$ cat config.mk
export PLATFORM = sky130hd
export DESIGN_NAME = nim_input_register_fifo
export DESIGN_NICKNAME = d
export VERILOG_FILES = /design/src/rtl/nim_input_register_fifo_pkg.sv /design/src/rtl/nim_input_register_fifo_fifo.sv /design/src/rtl/nim_input_register_fifo_sync.sv /design/src/rtl/nim_input_register_fifo.sv
export SDC_FILE = /design/constraint.sdc
export NUM_CORES = 1
export LEC_CHECK = 0
export ABC_AREA = 1
export CORE_MARGIN = 1.5
export CORE_UTILIZATION = 40
export CTS_CLUSTER_DIAMETER = 50
export CTS_CLUSTER_SIZE = 10
export DETAILED_ROUTE_END_ITERATION = 7
export HOLD_SLACK_MARGIN = 0.05
export PLACE_DENSITY = 0.6
export REMOVE_ABC_BUFFERS = 1
export SLEW_MARGIN = 30
export SYNTH_ARGS = -nofsm -noshare
export SYNTH_HDL_FRONTEND = slang
export SYNTH_SLANG_ARGS = --single-unit
$ cat constraint.sdc
create_clock -name SYSCLK -period 3.8 [get_ports SYSCLK]
set_clock_uncertainty 0.05 [all_clocks]
set_input_delay 0.76 -clock SYSCLK [delete_from_list [all_inputs] [get_ports SYSCLK]]
set_output_delay 0.76 -clock SYSCLK [all_outputs]
set_load 0.02 [all_outputs]
$ cat src/rtl/nim_input_register_fifo_pkg.sv
// Register map, fill pattern and STATUS layout shared by the NIM input register FIFO.
package nim_input_register_fifo_pkg;

    typedef enum logic [2:0] {
        REG_LATCH    = 3'd0,
        REG_CTRL     = 3'd1,
        REG_STATUS   = 3'd2,
        REG_DATA_POP = 3'd3,
        REG_TAG_PEEK = 3'd4,
        REG_FLUSH    = 3'd5
    } reg_addr_e;

    localparam logic [31:0] EMPTY_PATTERN = 32'hFEFE_FEFE;

    localparam int STATUS_EMPTY_BIT = 16;
    localparam int STATUS_FULL_BIT  = 17;
    localparam int STATUS_OVF_BIT   = 18;

    function automatic logic [31:0] pack_status(input logic [15:0] count,
                                                input logic        empty,
                                                input logic        full,
                                                input logic        ovf);
        logic [31:0] word;
        word                   = 32'(count);
        word[STATUS_EMPTY_BIT] = empty;
        word[STATUS_FULL_BIT]  = full;
        word[STATUS_OVF_BIT]   = ovf;
        return word;
    endfunction

endpackage

$ cat src/rtl/nim_input_register_fifo_fifo.sv
// Synchronous snapshot FIFO: push/pop/flush with count, full, empty and head-of-queue data.
module snapshot_fifo #(
    parameter int DATA_W     = 28,
    parameter int DEPTH_LOG2 = 4
) (
    input  logic                  SYSCLK,
    input  logic                  RSTB,
    input  logic                  push,
    input  logic                  pop,
    input  logic                  flush,
    input  logic [DATA_W-1:0]     din,
    output logic [DATA_W-1:0]     head,
    output logic [DEPTH_LOG2:0]   count,
    output logic                  full,
    output logic                  empty
);

    localparam int DEPTH = 1 << DEPTH_LOG2;

    logic [DATA_W-1:0]     mem [DEPTH];
    logic [DEPTH_LOG2-1:0] wr_ptr;
    logic [DEPTH_LOG2-1:0] rd_ptr;
    logic [DEPTH_LOG2-1:0] wr_addr;
    logic [DEPTH_LOG2:0]   cnt;
    logic                  pop_ok;
    logic                  push_ok;

    assign empty   = (cnt == '0);
    assign full    = (cnt == (DEPTH_LOG2+1)'(DEPTH));
    assign pop_ok  = pop & ~empty & ~flush;
    // A pop or a flush in the same cycle frees room, so a push onto a full FIFO is still taken.
    assign push_ok = push & (~full | pop_ok | flush);
    assign wr_addr = flush ? '0 : wr_ptr;

    always_ff @(posedge SYSCLK) begin
        if (push_ok) begin
            mem[wr_addr] <= din;
        end
    end

    always_ff @(posedge SYSCLK or negedge RSTB) begin
        if (!RSTB) begin
            wr_ptr <= '0;
            rd_ptr <= '0;
            cnt    <= '0;
        end else if (flush) begin
            rd_ptr <= '0;
            wr_ptr <= DEPTH_LOG2'(push_ok);
            cnt    <= (DEPTH_LOG2+1)'(push_ok);
        end else begin
            if (push_ok) begin
                wr_ptr <= wr_ptr + 1'b1;
            end
            if (pop_ok) begin
                rd_ptr <= rd_ptr + 1'b1;
            end
            case ({push_ok, pop_ok})
                2'b10:   cnt <= cnt + 1'b1;
                2'b01:   cnt <= cnt - 1'b1;
                default: cnt <= cnt;
            endcase
        end
    end

    assign head  = mem[rd_ptr];
    assign count = cnt;

endmodule

$ cat src/rtl/nim_input_register_fifo_sync.sv
// Two-flop synchroniser plus output register for asynchronous inputs (3 cycles latency).
module async_input_sync #(
    parameter int W = 1
) (
    input  logic         SYSCLK,
    input  logic         RSTB,
    input  logic [W-1:0] d,
    output logic [W-1:0] q
);

    logic [W-1:0] sync_p0;
    logic [W-1:0] sync_p1;
    logic [W-1:0] sync_p2;

    always_ff @(posedge SYSCLK or negedge RSTB) begin
        if (!RSTB) begin
            sync_p0 <= '0;
            sync_p1 <= '0;
            sync_p2 <= '0;
        end else begin
            sync_p0 <= d;
            sync_p1 <= sync_p0;
            sync_p2 <= sync_p1;
        end
    end

    assign q = sync_p2;

endmodule

$ cat src/rtl/nim_input_register_fifo.sv
// NIM input register: N-channel hit latch (level/edge) with trigger-driven snapshot FIFO on the CPLD register bus.
module nim_input_register_fifo #(
    parameter int NCH        = 16,
    parameter int DEPTH_LOG2 = 4,
    parameter int TAGW       = 12
) (
    input  logic            SYSCLK,
    input  logic            RSTB,
    input  logic [NCH-1:0]  NIM_IN,
    input  logic            TRIG,
    input  logic [TAGW-1:0] ENC,
    input  logic            WR_STB,
    input  logic            RD_STB,
    input  logic [2:0]      ADDR,
    input  logic [31:0]     WDATA,
    output logic [31:0]     RDATA,
    output logic            RVALID,
    output logic            FIFO_NE
);

    import nim_input_register_fifo_pkg::*;

    logic [NCH-1:0]        nim_s;
    logic [NCH-1:0]        nim_d;
    logic [NCH-1:0]        set_bits;
    logic [NCH-1:0]        latch;
    logic                  trig_s;
    logic                  trig_d;
    logic                  trig_edge;
    logic [1:0]            ctrl;
    logic                  ovf;
    reg_addr_e             addr_e;
    logic                  wr_en;
    logic                  rd_en;
    logic                  push;
    logic                  pop;
    logic                  flush;
    logic [TAGW+NCH-1:0]   fifo_din;
    logic [TAGW+NCH-1:0]   fifo_head;
    logic [DEPTH_LOG2:0]   fifo_count;
    logic                  fifo_full;
    logic                  fifo_empty;
    logic [31:0]           rd_word;
    logic [31:0]           rdata_p0;
    logic                  vld_p0;
    logic                  unused_wdata;

    async_input_sync #(.W(NCH)) u_nim_sync (
        .SYSCLK (SYSCLK),
        .RSTB   (RSTB),
        .d      (NIM_IN),
        .q      (nim_s)
    );

    async_input_sync #(.W(1)) u_trig_sync (
        .SYSCLK (SYSCLK),
        .RSTB   (RSTB),
        .d      (TRIG),
        .q      (trig_s)
    );

    snapshot_fifo #(
        .DATA_W     (TAGW + NCH),
        .DEPTH_LOG2 (DEPTH_LOG2)
    ) u_fifo (
        .SYSCLK (SYSCLK),
        .RSTB   (RSTB),
        .push   (push),
        .pop    (pop),
        .flush  (flush),
        .din    (fifo_din),
        .head   (fifo_head),
        .count  (fifo_count),
        .full   (fifo_full),
        .empty  (fifo_empty)
    );

    assign addr_e       = reg_addr_e'(ADDR);
    // A write wins over a simultaneous read; the read is dropped entirely.
    assign wr_en        = WR_STB;
    assign rd_en        = RD_STB & ~WR_STB;
    assign unused_wdata = ^WDATA[31:2];

    assign set_bits  = ctrl[0] ? (nim_s & ~nim_d) : nim_s;
    assign trig_edge = trig_s & ~trig_d;
    assign fifo_din  = {ENC, latch};

    assign flush = wr_en & (addr_e == REG_FLUSH);
    assign pop   = rd_en & (addr_e == REG_DATA_POP) & ~fifo_empty;
    assign push  = trig_edge & (~fifo_full | pop | flush);

    always_comb begin
        rd_word = EMPTY_PATTERN;
        case (addr_e)
            REG_LATCH:    rd_word = 32'(latch);
            REG_CTRL:     rd_word = {30'd0, ctrl};
            REG_STATUS:   rd_word = pack_status(16'(fifo_count), fifo_empty, fifo_full, ovf);
            REG_DATA_POP: if (!fifo_empty) rd_word = 32'(fifo_head[NCH-1:0]);
            REG_TAG_PEEK: if (!fifo_empty) rd_word = 32'(fifo_head[NCH +: TAGW]);
            default:      rd_word = EMPTY_PATTERN;
        endcase
    end

    // Stage p0: latch/control update and registered read port.
    always_ff @(posedge SYSCLK or negedge RSTB) begin
        if (!RSTB) begin
            nim_d    <= '0;
            trig_d   <= 1'b0;
            latch    <= '0;
            ctrl     <= 2'b00;
            ovf      <= 1'b0;
            rdata_p0 <= '0;
            vld_p0   <= 1'b0;
        end else begin
            nim_d  <= nim_s;
            trig_d <= trig_s;

            // Bits set in this very cycle survive both auto-clear and a software clear.
            if ((trig_edge && ctrl[1]) || (wr_en && addr_e == REG_LATCH)) begin
                latch <= set_bits;
            end else begin
                latch <= latch | set_bits;
            end

            if (wr_en && addr_e == REG_CTRL) begin
                ctrl <= WDATA[1:0];
            end

            if (trig_edge && !push) begin
                ovf <= 1'b1;
            end else if (wr_en && addr_e == REG_STATUS) begin
                ovf <= 1'b0;
            end

            vld_p0 <= rd_en;
            if (rd_en) begin
                rdata_p0 <= rd_word;
            end
        end
    end

    assign RDATA   = rdata_p0;
    assign RVALID  = vld_p0;
    assign FIFO_NE = ~fifo_empty;

endmodule

## Yosys cells after proc, flatten, opt, wreduce, memory -nomap -nowiden

Memories as Yosys holds them, arrays and structs flattened.
Index checks and enable logic that the tools add are counted.

- Latch bits: 0
- Logic and storage cells: 79
- Output and inout bits: 34
- Register bits after elaboration: 133
- Input port bits: 68
- Bits in writable memories: 448
- Bits in read-only memories: 0
- Memories kept: 1

Memories:

| memory | words | width | read ports | clocked after Yosys merged registers in | write ports | RTL line | source |
|---|---|---|---|---|---|---|---|
| u_fifo.mem | 16 | 28 | 1 | 0 | 1 | nim_input_register_fifo_fifo.sv:20 | `logic [DATA_W-1:0] mem [DEPTH];` |

- $mul: 0
- Add/subtract/negate cells: 4
- Reduce and logical (&&, ||, !) cells: 13
- Bitwise gates (word level): 21
- Multiplexer cells: 16
- $lt $le $gt $ge: 0
- Shift operators: 0
- Divide/modulo/power cells: 0
- Equal/unequal tests: 8

Operators by type and width:

| cell | number |
|---|---|
| 32-bit one-hot mux with 5 select lines | 1 |
| 32-bit 2-to-1 mux | 2 |
| 16-bit 2-to-1 mux | 2 |
| 4-bit 2-to-1 mux | 5 |
| 16-bit AND | 1 |
| 16-bit NOT | 1 |
| 16-bit OR | 1 |
| 5-bit one-hot mux with 2 select lines | 1 |
| 1-bit AND | 9 |
| 4-bit by 1-bit adder with 4-bit output (second input constant) | 2 |
| 3-bit by 2-bit equality test with 1-bit output (second input constant) | 2 |
| 3-bit equality test (second input constant) | 2 |
| 2-bit nonzero test | 3 |
| 5-bit by 1-bit adder with 5-bit output (second input constant) | 1 |
| 5-bit equality test (second input constant) | 1 |
| 1-bit logical AND | 5 |
| 5-bit zero test | 1 |
| 5-bit 2-to-1 mux | 1 |
| 1-bit NOT | 5 |
| 5-bit by 1-bit subtractor with 5-bit output (second input constant) | 1 |
| 1-bit 2-to-1 mux | 4 |
| 1-bit OR | 4 |
| 3-bit by 1-bit equality test with 1-bit output (second input constant) | 1 |
| 3-bit zero test | 1 |
| other kinds (5) | 5 |

## Depth between registers and ports, before layout

Gate-level depths: netlist of the first run.

- Word-level depth: 12
- Mapped depth: 14
- Mapped depth without buffers: 12

## By module

A second synthesis of the first run with hierarchy kept.

- Cells, all modules: 1810
- Area, all modules: 22399.0 um^2

Modules (own cells, without submodules):

| module | sequential area each (um^2) | area an instance (um^2) | cells an instance | times used |
|---|---|---|---|---|
| snapshot_fifo | 13778.2 | 18432.7 | 1428 | 1 |
| nim_input_register_fifo | 1426.4 | 2690.1 | 331 | 1 |
| async_input_sync (u_nim_sync) | 1201.2 | 1201.2 | 48 | 1 |
| async_input_sync (u_trig_sync) | 75.1 | 75.1 | 3 | 1 |

## Least setup slack after synthesis of the first run

Ideal clock, no wire load.

- Path kind: input to register
- Start point: in ADDR[2]
- End point: mem u_fifo.mem[13][0], enable pin
- Slack: 456 ps
- Data required time: 3337 ps
- Library setup time: 413 ps
- Stages on the path: 9
- Arrival time: 2881 ps
- Path buffers: 0
- Cells stage by stage: inv_2 nand3_1 nor2_1 nand2_2 nand2_1 o21ai_2 inv_2 nand4_1 nor2_1

- Word-level cells in the longest chain between the ends: 10
- Elaborated cells between the ends (all ways): 17
- Classes of those cells: eq/ne (2); mux (3); bitwise (12)

RTL lines:

| element | RTL line | source |
|---|---|---|
| from (decl) | nim_input_register_fifo.sv:14 | `input logic [2:0] ADDR,` |
| 3-bit by 2-bit equality test with 1-bit output | nim_input_register_fifo.sv:89 | `assign pop = rd_en & (addr_e == REG_DATA_POP) & ~fifo_empty;` |
| 1-bit AND (2 in series) | nim_input_register_fifo.sv:89 |  |
| 1-bit AND (2 in series) | nim_input_register_fifo_fifo.sv:30 | `assign pop_ok = pop & ~empty & ~flush;` |
| 1-bit OR (2 in series) | nim_input_register_fifo_fifo.sv:32 | `assign push_ok = push & (~full \| pop_ok \| flush);` |
| 1-bit AND | nim_input_register_fifo_fifo.sv:32 |  |
| 1-bit 2-to-1 mux | nim_input_register_fifo_fifo.sv:36 | `if (push_ok) begin` |
| 1-bit 2-to-1 mux (not written as such) | nim_input_register_fifo_fifo.sv:37 | `mem[wr_addr] <= din;` |
| to (decl) | nim_input_register_fifo_fifo.sv:20 |  |

Several ways; a longest one is shown, not always the timed one.

## Worst setup path in the final report of the first run

- Start point: in ADDR[2]
- End point: mem u_fifo.mem[2][3], enable pin

Same word-level chain as after synthesis.

==> impl_metrics.env, run 1 <==
export IMPL_grt_usage=0.201
export IMPL_avgSynthCellArea_um2=11.7
export IMPL_seq_area_frac_synth=0.728
export IMPL_switching_share=0.326
export IMPL_finalHoldViolations=0
export IMPL_ios=102
export IMPL_switchingPower_mw=5.87
export IMPL_drive_gt1_frac=0.0845
export IMPL_cp_arrival_ps=3300
export IMPL_fin_ws_ps=747
export IMPL_yosys_area_top_type="edfxtp_1"
export IMPL_grt_pass1_vias=14100
export IMPL_status="complete, no violations"
export IMPL_ys_ff_latch=569
export IMPL_worstPathRequired_ps=4040
export IMPL_clk_insertion_delay_late_ps=600
export IMPL_synth_most_common_cell="edfxtp_1"
export IMPL_cts_root_buffer="clkbuf_16"
export IMPL_worstHoldPathType="in -> async"
export IMPL_holdWs_ps=232
export IMPL_cts_reportedPaths_clkPinSlew_ps=50
export IMPL_num_nets_final=2093
export IMPL_ys_async_sr_fraction=0.213
export IMPL_finalInstanceArea_um2=26400
export IMPL_start_util=0.403
export IMPL_area_growth_pct=16.6
export IMPL_numPortBuffers=70
export IMPL_postSynthCellCount=1936
export IMPL_p_leak_nw=9.71
export IMPL_antenna_found_initial=0
export IMPL_maxCapViolations=0
export IMPL_via_per_inst=5.21
export IMPL_yosysTopAreaCellShare=0.594
export IMPL_routedWlPerCell_um=20.3
export IMPL_rrSetupSlack_ps=1100
export IMPL_h_tree_depth=3
export IMPL_synth_area_leaders="edfxtp_1 59%, dfrtp_1 13%, nand2_1 5.8%"
export IMPL_fin_crit_sh=0.803
export IMPL_grt_pass1_wl_um=86200
export IMPL_rsz0062_at_grt="false"
export IMPL_die_area_um2=58100
export IMPL_drt_iter0_markers=1259
export IMPL_ir_drop_v=0.000430
export IMPL_yosys_warnings=0
export IMPL_cts_tree="yes"
export IMPL_netlist_area_um2=22600
export IMPL_row_count=87
export IMPL_antenna_left=0
export IMPL_drc=0
export IMPL_tightest_slew_ps=921
export IMPL_postPlaceCellArea_um2=24400
export IMPL_critPathLaunchType="input pin"
export IMPL_gp_congestion=0.827
export IMPL_slew_limit_headroom=0.386
export IMPL_post_dp_hpwl_um=32500
export IMPL_numCtsBuffers=68
export IMPL_pre_cts_ws_ps=164
export IMPL_fin_crit_ps=3050
export IMPL_power_per_cell_area_nw_per_um2=681
export IMPL_die_w_um=241
export IMPL_max_freq_mhz=328
export IMPL_finalSetupViolCount=0
export IMPL_numClockSinks=569
export IMPL_overflow=0
export IMPL_cp_max_fo=12
export IMPL_clk_path_buf_depth=3
export IMPL_p_comb_frac=0.254
export IMPL_power_internal_mw=12.1
export IMPL_ys_types=39
export IMPL_synth_edff_count=448
export IMPL_path_class="in -> reg"
export IMPL_synth_commonest_cells="448 x edfxtp_1, 347 x nand2_1, 331 x nor2_1"
export IMPL_dr_pass1_iters=8
export IMPL_p_clk_frac=0.326
export IMPL_vias=14700
export IMPL_postCtsSetupBuffers=0
export IMPL_ys_flop_type="edfxtp_1"
export IMPL_core_area_um2=56200
export IMPL_grt_max_degree=177
export IMPL_cts_hold_buf=0
export IMPL_fillers=5027
export IMPL_cts_resized=0
export IMPL_chipHeight_um=241
export IMPL_drv_slew=0
export IMPL_wl_um=57200
export IMPL_seqPwrFrac=0.420
export IMPL_cp_end_kind="flip-flop"
==> cells in the final DEF, fill, tap and decap left out, types with 5 or more instances in the layout <==
| cell | netlist | layout |
|---|---|---|
| nor2_4 | 0 | 16 |
| ha_1 | 5 | 5 |
| nand2_1 | 347 | 347 |
| clkbuf_1 | 44 | 35 |
| a21oi_1 | 35 | 35 |
| o21ai_1 | 53 | 53 |
| edfxtp_1 | 448 | 448 |
| inv_2 | 5 | 6 |
| nand3_1 | 209 | 209 |
| clkbuf_16 | 0 | 71 |
| o21ai_0 | 133 | 133 |
| clkdlybuf4s50_1 | 0 | 69 |
| o211ai_1 | 21 | 21 |
| inv_1 | 79 | 77 |
| buf_4 | 20 | 41 |
| dfrtp_1 | 121 | 118 |
| nor2_1 | 331 | 315 |
| buf_12 | 0 | 18 |
==> per-stage QoR <==
| step | instances | power [mW] | util | setup TNS, ps |
|---|---|---|---|---|
| after floorplan | 1820 | 10.4 | - | -62390 |
| final | 2817 | 18.0 | 0.470 | 0 |
| after detailed placement | 2705 | 12.2 | 0.435 | 0 |
| after global routing | 2816 | 18.9 | 0.470 | 0 |
| after CTS | 2816 | 18.1 | 0.470 | 0 |
| after global placement | 2705 | 12.2 | 0.435 | 0 |
==> final timing paths <==
path | from | endpoint | depth (start not counted)
setup / recovery | ADDR[2] | u_fifo.mem[2][3]$_DFFE_PP_ | 11
hold / removal | RSTB | u_nim_sync.sync_p0[11]$_DFF_PN0_ | 1
setup reg to reg | u_fifo.count[4]$_DFFE_PN0P_ | u_fifo.mem[2][3]$_DFFE_PP_ | 9
hold reg to reg | u_nim_sync.sync_p1[2]$_DFF_PN0_ | u_nim_sync.q[2]$_DFF_PN0_ | 0
max in group asynchronous | RSTB | u_fifo.count[2]$_DFFE_PN0P_ | 2
min in group SYSCLK | u_nim_sync.sync_p1[2]$_DFF_PN0_ | u_nim_sync.q[2]$_DFF_PN0_ | 0
==> sequential cells by signal, indices dropped and copies added, names as in the netlist, 5 cells and up <==
signal              cells
u_nim_sync.q           16
nim_d                  16
u_fifo.mem            448
RDATA                  20
u_nim_sync.sync_p1     16
latch                  16
u_nim_sync.sync_p0     16
u_fifo.count            5
==> layout make-up <==
type / count / area (µm²) / share of cell area
flip-flops and latches: 569 / 16500 / 0.624
diodes: 1 / 2.50 / 0.0000947
well taps: 756 / 946 / 0.0358
clock inverters: 4 / 53.8 / 0.00204
clock buffers: 107 / 1920 / 0.0727
repair buffers: 129 / 1370 / 0.0520
multi-input cells: 1166 / 5310 / 0.201
inverters: 85 / 324 / 0.0123
==> metal layers <==
layer / global-route usage / vias up / routed length (µm)
li1: - / 6813 / -
met5: 0 / - / 0
met4: 0.0663 / 0 / 1370
met1: 0.276 / 7261 / 24600
met2: 0.324 / 511 / 27100
met3: 0.0363 / 93 / 4050
==> critical path, stage by stage <==
cell and delay, ps:
clkdlybuf4s50_1 440, inv_2 150, nand3_1 170, nor2_1 200
nand2_2 120, nand2_1 110, o21ai_2 100, inv_2 180
nand3_1 340, nor2_4 500, buf_12 220
==> power groups by stage <==
stage / clock network [mW] / registers [mW] / logic [mW]
2_1_floorplan: 0 / 7.95 / 2.47
3_3_place_gp: 0 / 7.65 / 4.52
3_5_place_dp: 0 / 7.67 / 4.58
4_1_cts: 5.99 / 7.55 / 4.59
5_1_grt: 6.24 / 7.58 / 5.06
6_report: 5.87 / 7.55 / 4.56
==> cell families after synthesis <==
family,after synthesis,share of synthesized area
AOI/OAI and AO/OA,253,0.0600
xor gates and xnor gates,5,0.00193
adders and majority gates,6,0.00365
buffers and inverters,201,0.0434
DFF,569,0.728
muxes,2,0.000994
other,1,0.000166
and+or+nand+nor,899,0.162
(Power assumes the default switching activity.)
==> inputs of run 2 (changes only) <==
Clock period 3.8 ns to 3.09 ns, I/O delays scaled along.
==> run 2 against run 1 <==
  * Critical path depth is 7 lower
  * Critical endpoint is now FIFO_NE
  * Global-route usage is 0.21 points higher
  * Largest power group unchanged
  * Worst hold slack better by 63 ps
  * Combinational power is 28% higher
  * Final area is 1.4% higher
  * Non-clock buffer count is 20 higher
  * First-iteration DRC count is 19% higher
  * Via count is 0.97% higher
==> impl_metrics.env, run 2 (synthesis results as in run 1) <==
export IMPL_cts_root_buffer="clkbuf_16"
export IMPL_via_per_inst=5.24
export IMPL_numClockSinks=569
export IMPL_overflow=0
export IMPL_clk_path_buf_depth=3
export IMPL_routedWlPerCell_um=20.5
export IMPL_dr_pass1_iters=6
export IMPL_fin_crit_ps=2770
export IMPL_vias=14800
export IMPL_postPlaceCellArea_um2=24800
export IMPL_worstHoldPathType="reg -> reg"
export IMPL_antenna_left=0
export IMPL_cts_tree="yes"
export IMPL_chipHeight_um=241
export IMPL_finalInstanceArea_um2=26800
export IMPL_row_count=87
export IMPL_numCtsBuffers=69
export IMPL_drv_slew=0
export IMPL_path_cells="inv_1 -> nand4_2 -> buf_4 -> clkdlybuf4s50_1"
export IMPL_gp_congestion=0.811
export IMPL_die_area_um2=58100
export IMPL_r2r_start="u_fifo.rd_ptr[1]$_DFFE_PN0P_"
export IMPL_cpPeakStageDelay_ps=620
export IMPL_num_nets_final=2114
export IMPL_core_area_um2=56200
export IMPL_maxCapViolations=0
export IMPL_tightest_slew_ps=869
export IMPL_grt_pass1_wl_um=88100
export IMPL_fin_ws_ps=324
export IMPL_crit_path_start="u_fifo.count[4]$_DFFE_PN0P_"
export IMPL_fin_util=0.477
export IMPL_ios=102
export IMPL_largest_register="u_fifo.mem"
export IMPL_h_tree_depth=3
export IMPL_cts_hold_buf=1
export IMPL_area_growth_pct=18.3
export IMPL_drive_gt1_frac=0.0945
export IMPL_wl_um=57900
export IMPL_drt_iter0_markers=1503
export IMPL_path_class="reg -> out"
export IMPL_pre_cts_ws_ps=-66.7
export IMPL_r2r_cells=11
export IMPL_hold_start="u_nim_sync.sync_p0[9]$_DFF_PN0_"
export IMPL_fin_crit_sh=0.895
export IMPL_num_antenna_cells=0
export IMPL_start_util=0.403
export IMPL_slew_limit_headroom=0.421
export IMPL_clk_insertion_delay_late_ps=590
export IMPL_placed_cells=2724
export IMPL_stdcell_count=2830
export IMPL_slowest_stage="clkdlybuf4s50_1"
export IMPL_whs_path_depth=0
export IMPL_drc=0
export IMPL_rsz0062_at_grt="false"
export IMPL_grt_max_degree=77
export IMPL_power_per_cell_area_nw_per_um2=839
export IMPL_numPortBuffers=70
export IMPL_cp_arrival_ps=2100
export IMPL_mostFrequentLayoutCell="edfxtp_1"
export IMPL_cp_end_kind="output pin"
export IMPL_finalSetupViolCount=0
export IMPL_critPathLaunchType="flip-flop"
export IMPL_status="complete, no violations"
export IMPL_grt_pass1_vias=14500
export IMPL_cts_reportedPaths_clkPinSlew_ps=50
export IMPL_finalHoldViolations=0
export IMPL_antenna_found_initial=0
export IMPL_largest_register_ff_count=448
export IMPL_cp_max_fo=4
export IMPL_p_leak_nw=9.88
export IMPL_ir_drop_v=0.000404
export IMPL_final_cell_mix="448 x edfxtp_1, 347 x nand2_1, 315 x nor2_1"
export IMPL_postCtsSetupBuffers=0
export IMPL_post_dp_hpwl_um=32900
export IMPL_cts_resized=0
export IMPL_worstPathRequired_ps=2420
export IMPL_die_w_um=241
export IMPL_grt_usage=0.203
export IMPL_p_total_mw=22.5
export IMPL_max_freq_mhz=361
run 2: changes by cell type in the layout (fill, tap and decap cells not counted), moves of 2 or more:
| cell | change |
|---|---|
| buf_12 | +15 |
| buf_4 | +4 |
| clkbuf_1 | -11 |
| clkbuf_16 | +3 |
| clkinv_1 | +2 |
run 2: metal layers:
metal | part of all wire | GRT usage
met1 | 0.44 | 0.284
met4 | 0.025 | 0.0676
met3 | 0.075 | 0.0382
met5 | 0 | 0
met2 | 0.46 | 0.320
run 2: worst paths after layout:
| kind | end | slack, ps |
|---|---|---|
| setup / recovery | FIFO_NE | 320 |
| hold / removal | u_nim_sync.sync_p1[9]$_DFF_PN0_ | 290 |
| setup reg to reg | RDATA[1]$_DFFE_PN0P_ | 700 |
| hold reg to reg | u_nim_sync.sync_p1[9]$_DFF_PN0_ | 290 |
| max in group asynchronous | u_nim_sync.sync_p0[3]$_DFF_PN0_ | 1710 |
| min in group asynchronous | u_nim_sync.sync_p1[11]$_DFF_PN0_ | 500 |
run 2: layout make-up:
cell class              instances  area, µm²
multi-input cells            1166       5310
inverters                      85        324
fillers                      5018      29400
clock buffers                  99       1960
well taps                     756        946
flip-flops and latches        569      16500
clock inverters                 6       56.3
repair buffers                149       1710
run 2: report_power, final:
part,internal [mW],switching [mW],total [mW]
clock network,4.42,2.91,7.33
logic,1.90,3.93,5.83
registers,8.87,0.455,9.32
total,15.2,7.29,22.5
run 2: worst max-delay path, delay by kind of cell, from the launching register on:
kind | cells | cell delay [ps]
buf+inv | 3 | 940
flops | 1 | 430
simple gates | 1 | 130
run 2: per-stage QoR:
| step | setup TNS (ps) | hold WS, ps |
|---|---|---|
| 4_1_cts | 0 | 296 |
| 3_5_place_dp | -5560 | 285 |
| 6_report | 0 | 295 |
| 3_3_place_gp | -1660 | 282 |
| 5_1_grt | 0 | 300 |
| 2_1_floorplan | -205660 | 272 |
